[src/rtl/ooo_pipe_pkg.sv]
// Shared types and constants for the out-of-order pipeline register stages.
package ooo_pipe_pkg;

    localparam int PIPE_REG_DEFAULT_WIDTH = 16;

    typedef enum logic [1:0] {
        EMPTY = 2'd0,
        BUSY  = 2'd1,
        FULL  = 2'd2
    } stage_state_t;

endpackage

[src/rtl/pipe_reg_bank.sv]
// WIDTH-wide register with load enable and synchronous clear; used for the
// main and skid slots of pipe_reg_skid.
module pipe_reg_bank #(
    parameter int WIDTH = ooo_pipe_pkg::PIPE_REG_DEFAULT_WIDTH
) (
    input  logic             clk,
    input  logic             rst,
    input  logic             clr,
    input  logic             en,
    input  logic [WIDTH-1:0] d,
    output logic [WIDTH-1:0] q
);

    // NOTE: reset is sampled on the clock edge and wins over clear and load;
    // sequential state is only ever assigned with <=.
    always_ff @(posedge clk) begin
        if (!rst) begin
            q <= '0;
        end else if (clr) begin
            q <= '0;
        end else if (en) begin
            q <= d;
        end
    end

endmodule

[src/rtl/pipe_reg_skid.sv]
// Single valid/ready pipeline stage with a one-entry skid buffer and flush.
// Define PIPE_REG_SKID_STALL_CNT_EN to add the saturating stall_cnt output.
module pipe_reg_skid
    import ooo_pipe_pkg::*;
#(
    parameter int WIDTH = PIPE_REG_DEFAULT_WIDTH,
    parameter int CNT_W = 16
) (
    input  logic             clk,
    input  logic             rst,
    input  logic             flush,
    input  logic             in_valid,
    output logic             in_ready,
    input  logic [WIDTH-1:0] in_data,
    output logic             out_valid,
    input  logic             out_ready,
    output logic [WIDTH-1:0] out_data
`ifdef PIPE_REG_SKID_STALL_CNT_EN
    ,
    output logic [CNT_W-1:0] stall_cnt
`endif
);

    if (WIDTH < 1 || CNT_W < 1) begin : g_bad_params
    end

    stage_state_t     state, state_nxt;
    logic             in_fire, out_fire;
    logic             main_en, main_from_skid, skid_en;
    logic [WIDTH-1:0] main_d, skid_q;

    // Valid bits are the state itself, so in_ready is a pure register decode.
    assign out_valid = (state != EMPTY);
    assign in_ready  = (state != FULL);
    assign in_fire   = in_valid & in_ready;
    assign out_fire  = out_valid & out_ready;

    always_ff @(posedge clk) begin
        if (!rst) begin
            state <= EMPTY;
        end else begin
            state <= state_nxt;
        end
    end

    always_comb begin
        state_nxt = state;
        if (flush) begin
            state_nxt = EMPTY;
        end else begin
            unique case (state)
                EMPTY: if (in_fire) state_nxt = BUSY;
                BUSY: begin
                    if (in_fire && !out_fire)      state_nxt = FULL;
                    else if (!in_fire && out_fire) state_nxt = EMPTY;
                end
                FULL:    if (out_fire) state_nxt = BUSY;
                default: state_nxt = EMPTY;
            endcase
        end
    end

    // NOTE: every output of this block gets a default first so no path
    // leaves one unassigned and infers a latch.
    always_comb begin
        main_en        = 1'b0;
        main_from_skid = 1'b0;
        skid_en        = 1'b0;
        unique case (state)
            EMPTY: main_en = in_fire;
            BUSY: begin
                main_en = in_fire & out_fire;
                skid_en = in_fire & ~out_fire;
            end
            FULL: begin
                main_en        = out_fire;
                main_from_skid = 1'b1;
            end
            default: ;
        endcase
    end

    assign main_d = main_from_skid ? skid_q : in_data;

    pipe_reg_bank #(.WIDTH(WIDTH)) u_main (
        .clk (clk),
        .rst (rst),
        .clr (flush),
        .en  (main_en),
        .d   (main_d),
        .q   (out_data)
    );

    pipe_reg_bank #(.WIDTH(WIDTH)) u_skid (
        .clk (clk),
        .rst (rst),
        .clr (flush),
        .en  (skid_en),
        .d   (in_data),
        .q   (skid_q)
    );

`ifdef PIPE_REG_SKID_STALL_CNT_EN
    logic [CNT_W-1:0] stall_q;

    // Flush squashes data, not history: only reset clears the counter.
    always_ff @(posedge clk) begin
        if (!rst) begin
            stall_q <= '0;
        end else if (out_valid && !out_ready && (stall_q != '1)) begin
            stall_q <= stall_q + 1'b1;
        end
    end

    assign stall_cnt = stall_q;
`endif

endmodule

[config.mk]
export PLATFORM = sky130hd
export DESIGN_NAME = pipe_reg_skid
export DESIGN_NICKNAME = d
export VERILOG_FILES = /design/src/rtl/ooo_pipe_pkg.sv /design/src/rtl/pipe_reg_bank.sv /design/src/rtl/pipe_reg_skid.sv
export SDC_FILE = /design/constraint.sdc
export NUM_CORES = 1
export LEC_CHECK = 0
export ABC_AREA = 1
export CAP_MARGIN = 20
export CORE_ASPECT_RATIO = 1.5
export CORE_MARGIN = 2
export CORE_UTILIZATION = 48
export CTS_BUF_LIST = sky130_fd_sc_hd__clkbuf_4 sky130_fd_sc_hd__clkbuf_8 sky130_fd_sc_hd__clkbuf_16
export CTS_CLUSTER_SIZE = 25
export DETAILED_ROUTE_END_ITERATION = 12
export MAX_ROUTING_LAYER = met4
export PLACE_DENSITY = 0.79
export RECOVER_POWER = 100
export SLEW_MARGIN = 20
export SYNTH_ARGS = -nofsm -noshare
export SYNTH_HDL_FRONTEND = slang
export SYNTH_SLANG_ARGS = --single-unit
[constraint.sdc]
create_clock -name clk -period 1.7 [get_ports clk]
set_input_delay 0.255 -clock clk [delete_from_list [all_inputs] [get_ports clk]]
set_output_delay 0.255 -clock clk [all_outputs]
set_load 0.02 [all_outputs]
; ---- Word level (Yosys, flattened, before mapping)
; Cells that the tools add are included.
; W data, S select, Z words.
[classes]
bitwise = 6
n_eq_ne = 6
n_reduce_logical = 8
muxes = 9
[ops]
columns = operator, n
row1 = $mux W16, 1
row2 = $mux W2, 4
row3 = $ne A2 B2 Y1 const B, 3
row4 = $pmux W2 S3, 1
row5 = $and A1 B1 Y1, 4
row6 = $ne A3 B3 Y1 const B, 1
row7 = $pmux W1 S3, 1
row8 = $reduce_and A3 Y1, 1
row9 = $eq A2 B1 Y1 const B, 1
row10 = $eq A2 B2 Y1 const B, 1
row11 = $logic_and A1 B1 Y1, 2
row12 = $logic_not A1 Y1, 2
row13 = $logic_not A2 Y1, 1
row14 = $mux W1, 2
row15 = $not A1 Y1, 2
row16 = $reduce_bool A2 Y1, 1
row17 = $reduce_or A2 Y1, 1
[word_totals]
reg_bits = 34

; ---- Depth between registers and ports, before layout
[logic_depth]
word_depth = 7
depth_mapped = 8

; ---- Cells and area by module
; From an unflattened synthesis, not the netlist that was laid out.
[hier_totals]
cells_unflattened = 222
area_unflattened_um2 = 1771.7
[by_module_without_submodules]
columns = mod, area_each_um2, seq_area_each_um2, n_inst, cells_per_inst
row1 = pipe_reg_bank, 666.9, 320.3, 2, 71
row2 = pipe_reg_skid, 437.9, 40.0, 1, 80

; ---- Least setup slack after synthesis
; OpenSTA, ideal clock, no wires.
[synth_timing]
path_type = register to register
from = register state[0]
to = register u_skid.q[0]
required_ns = 1.630
path_slack_ns = 0.189
setup_ns = 0.070
stages_incl_launch_ff = 9
path_buffers = 1
t_arrival_ns = 1.441
path_cell_list = dfxtp_1 nor2_1 inv_1 nand2_1 ha_1 nand3_1 clkbuf_1 o21ai_0 a21oi_1
[synth_between]
elab_chain_len = 5
[synth_lines]
columns = item, line
row1 = "start, declared", pipe_reg_skid.sv:27  ; stage_state_t state, state_nxt;
row2 = "start signal, assigned", pipe_reg_skid.sv:42  ; state <= state_nxt;
row3 = $reduce_bool A2 Y1, pipe_reg_skid.sv:33  ; assign out_valid = (state != EMPTY);
row4 = named net out_valid, pipe_reg_skid.sv:15  ; output logic out_valid,
row5 = $and A1 B1 Y1, pipe_reg_skid.sv:36  ; assign out_fire = out_valid & out_ready;
row6 = $not A1 Y1, pipe_reg_skid.sv:73  ; skid_en = in_fire & ~out_fire;
row7 = $and A1 B1 Y1, pipe_reg_skid.sv:73
row8 = $mux W1, pipe_reg_skid.sv:69  ; unique case (state)
row9 = "end signal, assigned", pipe_reg_bank.sv:18  ; q <= '0;
row10 = "end signal, assigned", pipe_reg_bank.sv:20  ; q <= '0;
row11 = "end signal, assigned", pipe_reg_bank.sv:22  ; q <= d;
row12 = "end, declared", pipe_reg_bank.sv:11  ; output logic [WIDTH-1:0] q
; The timed path passes the listed nets, and every way through them passes these cells.
; A chain may end at the register's enable or synchronous reset.

; ---- Worst setup path after layout
[layout_timing]
from = register state[0]
to = output port in_ready
[layout_between]
elab_chain_len = 1
[layout_lines]
columns = item, line
row1 = $ne A2 B2 Y1, pipe_reg_skid.sv:34  ; assign in_ready = (state != FULL);
row2 = "end, declared", pipe_reg_skid.sv:13  ; output logic in_ready,
; Every way passes these cells.

==> out/metrics.yaml <==
cts-root-buf: "clkbuf_8"
overflow: 0
postRouteAntennaNets: 0
path_clk_slew_ps: 70
worstHoldPathType: "flop to flop"
syn_nets: 255
drt_iter0_drc: 32
grt_pass1_vias: 1271
cts_tree: "yes"
synth_area_um2: 1520
yosysTopAreaCellShare_pct: 44.8
ys_warn_count: 0
ios: 39
power.density_nw_per_um2: 804
worst-slew-pin-transition_ps: 291
instances_no_fill: 313
finalClockSkew_ps: 4.73
ys_ff_latch: 34
period_minus_slack_ps: 1560
crit_slowest_cell: "dfxtp_2"
power_frac_seq_pct: 50.9
swShare_pct: 25.6
wl_met1_um: 1270
start_kind: "flop"
synth_area_leaders: "dfxtp_1, nand2_1, o21ai_0, inv_1, nor2_1"
p_leak_nw: 0.909
drc_errors: 0
p_clk_share_pct: 33.2
wl_per_cell_um: 9.43
drt_first_pass_iters: 4
cts_buffer_depth: 2
synthMostInstantiatedCell: "nand2_1"
rsz0062_at_grt: "false"
post_cts_buffers: 0
die-area_um2: 3640
cp_max_fo: 9
yosysTopAreaCell: "dfxtp_1"
io_buffers: 38
grtUsageTotal_pct: 18.9
status: "complete, no violations"
nets: 295
internal_power_mw: 1.22
clk_latency_ps: 280
initial_core_util_pct: 49.1
antenna_cells: 0
drv_slew: 0
clock_sinks: 34
crit_chain: "inv_2, nand2_1, dlygate4sd2_1"
cp_data_required_time_ps: 1440
synthCells: 233
areaGrowthSynthToFinish_pct: 34.2
vias_per_cell: 4.48
maxCapViolCount: 0
finalSetupTns_ps: 0
synth_edf_count: 0
crit_type: "flop to output pin"
cts.hold.buffers_added: 0
gp_routability_congestion: 0.774
drt_wl_total_um: 2950
async_flop_share_pct: 0
reg2reg_slack_ps: 250
yosysSeqAreaShare_pct: 44.8
cts.htree.levels: 2
dr_wl_met3_um: 107
setup_viol_count_final: 0
grt_max_degree: 29
met2_length_um: 1500
combPwrFrac_pct: 15.8
cpPeakStageDelay_ps: 390
arrival_ps: 1300
core_area_um2: 3100
power.switching_mw: 0.420
vdd_drop_max_mv: 0.607
yosysUniqueCellTypes: 14
slew-limit-headroom_pct: 80.5
drive_above_1_share_pct: 5.86
end_kind: "output pin"
routed.top_layer: "met4"
fmax_ghz: 0.641
fin_crit_sh_pct: 91.7
antenna_found_initial: 0
grt_pass1_wl_um: 5070
vias: 1402
synthTopCellsByCount: "nand2_1, inv_1, nor2_1"
placed_cells: 306
hpwlAfterDp_um: 2080
cts_resized: 2
rows: 25
hold_viol_final: 0
ys.flop_type: "dfxtp_1"
avgSynthCellArea_um2: 6.52
numCtsBuffers: 5
dieHeight_um: 72.9
die_w_um: 50.0
## path summary, 6_finish.rpt
path,startpoint,end,cells past startpoint
min,u_skid.q[0]$_SDFFE_PP0P_,u_skid.q[0]$_SDFFE_PP0P_,2
max,state[0]$_SDFFE_PP0P_,in_ready,3
min reg2reg,u_skid.q[0]$_SDFFE_PP0P_,u_skid.q[0]$_SDFFE_PP0P_,2
max reg2reg,state[0]$_SDFFE_PP0P_,u_main.q[6]$_SDFFE_PP0P_,8
## per-layer routing
| layer | track usage [%] | vias to the layer above |
|---|---|---|
| met3 | 4.92 | 6 |
| met2 | 33.0 | 33 |
| met4 | 10.2 | 0 |
| met5 | - | - |
| li1 | - | 787 |
| met1 | 19.0 | 576 |
## power by group through the flow
stage	Sequential, mW	Clock [mW]	Combinational [mW]
after global placement	0.853	0	0.268
after floorplan	0.876	0	0.122
final	0.836	0.545	0.259
after global routing	0.839	0.590	0.293
after detailed placement	0.854	0	0.270
after CTS	0.837	0.558	0.272
## stage by stage
stage          cell area (um^2)  utilization [%]  total power [mW]  hold slack (ps)  setup slack [ps]
2_1_floorplan              1520                -             0.998              424               189
3_3_place_gp               1980             63.8              1.12              431              57.8
3_5_place_dp               1980             63.8              1.12              437              6.52
4_1_cts                    2050             66.3              1.67              448              21.2
5_1_grt                    2040             65.9              1.72              469              72.5
6_report                   2040             65.9              1.64              444               141
## sequential cells by signal, summed over array words and instances, names as in the netlist
register / count
u_main.q: 16
state: 2
u_skid.q: 16
## cells in the final DEF (no fill, tap or decap)
| cell type | n |
|---|---|
| buf_12 | 2 |
| inv_1 | 37 |
| o21ai_0 | 32 |
| dlygate4sd2_1 | 1 |
| buf_4 | 4 |
| nor2_2 | 1 |
| clkdlybuf4s50_1 | 20 |
| nand3_1 | 4 |
| dfxtp_2 | 1 |
| dlygate4sd3_1 | 16 |
| clkbuf_1 | 2 |
| clkinv_2 | 2 |
| inv_2 | 1 |
| o21ai_1 | 1 |
| nand2_1 | 57 |
| clkbuf_8 | 5 |
| a21oi_1 | 18 |
| dfxtp_1 | 33 |
| ha_1 | 1 |
| nor2_1 | 35 |
## cells by family (layout without fill, tap and decap cells)
| family | Yosys count | count (layout) | share of synthesized area, % |
|---|---|---|---|
| AOI/OAI and AO/OA | 51 | 51 | 16.8 |
| adders and majority gates | 1 | 1 | 0.823 |
| buffers and inverters | 50 | 90 | 13.0 |
| DFF | 34 | 34 | 44.8 |
| and+or+nand+nor | 97 | 97 | 24.6 |
## worst max-delay path: cells and delay by family (launching register included)
family / cells / cell delay [ps]
buffers and inverters: 2 / 420
DFF: 1 / 390
and+or+nand+nor: 1 / 210
## area by class of cell
cell class	count	area, um^2
Multi-Input combinational cell	149	639
Clock inverter	2	10.0
Timing Repair Buffer	45	447
Tap cell	40	50.0
Sequential cell	34	682
Fill cell	270	1060
Clock buffer	5	68.8
Inverter	38	143
Power figures use the tool's default switching activity.
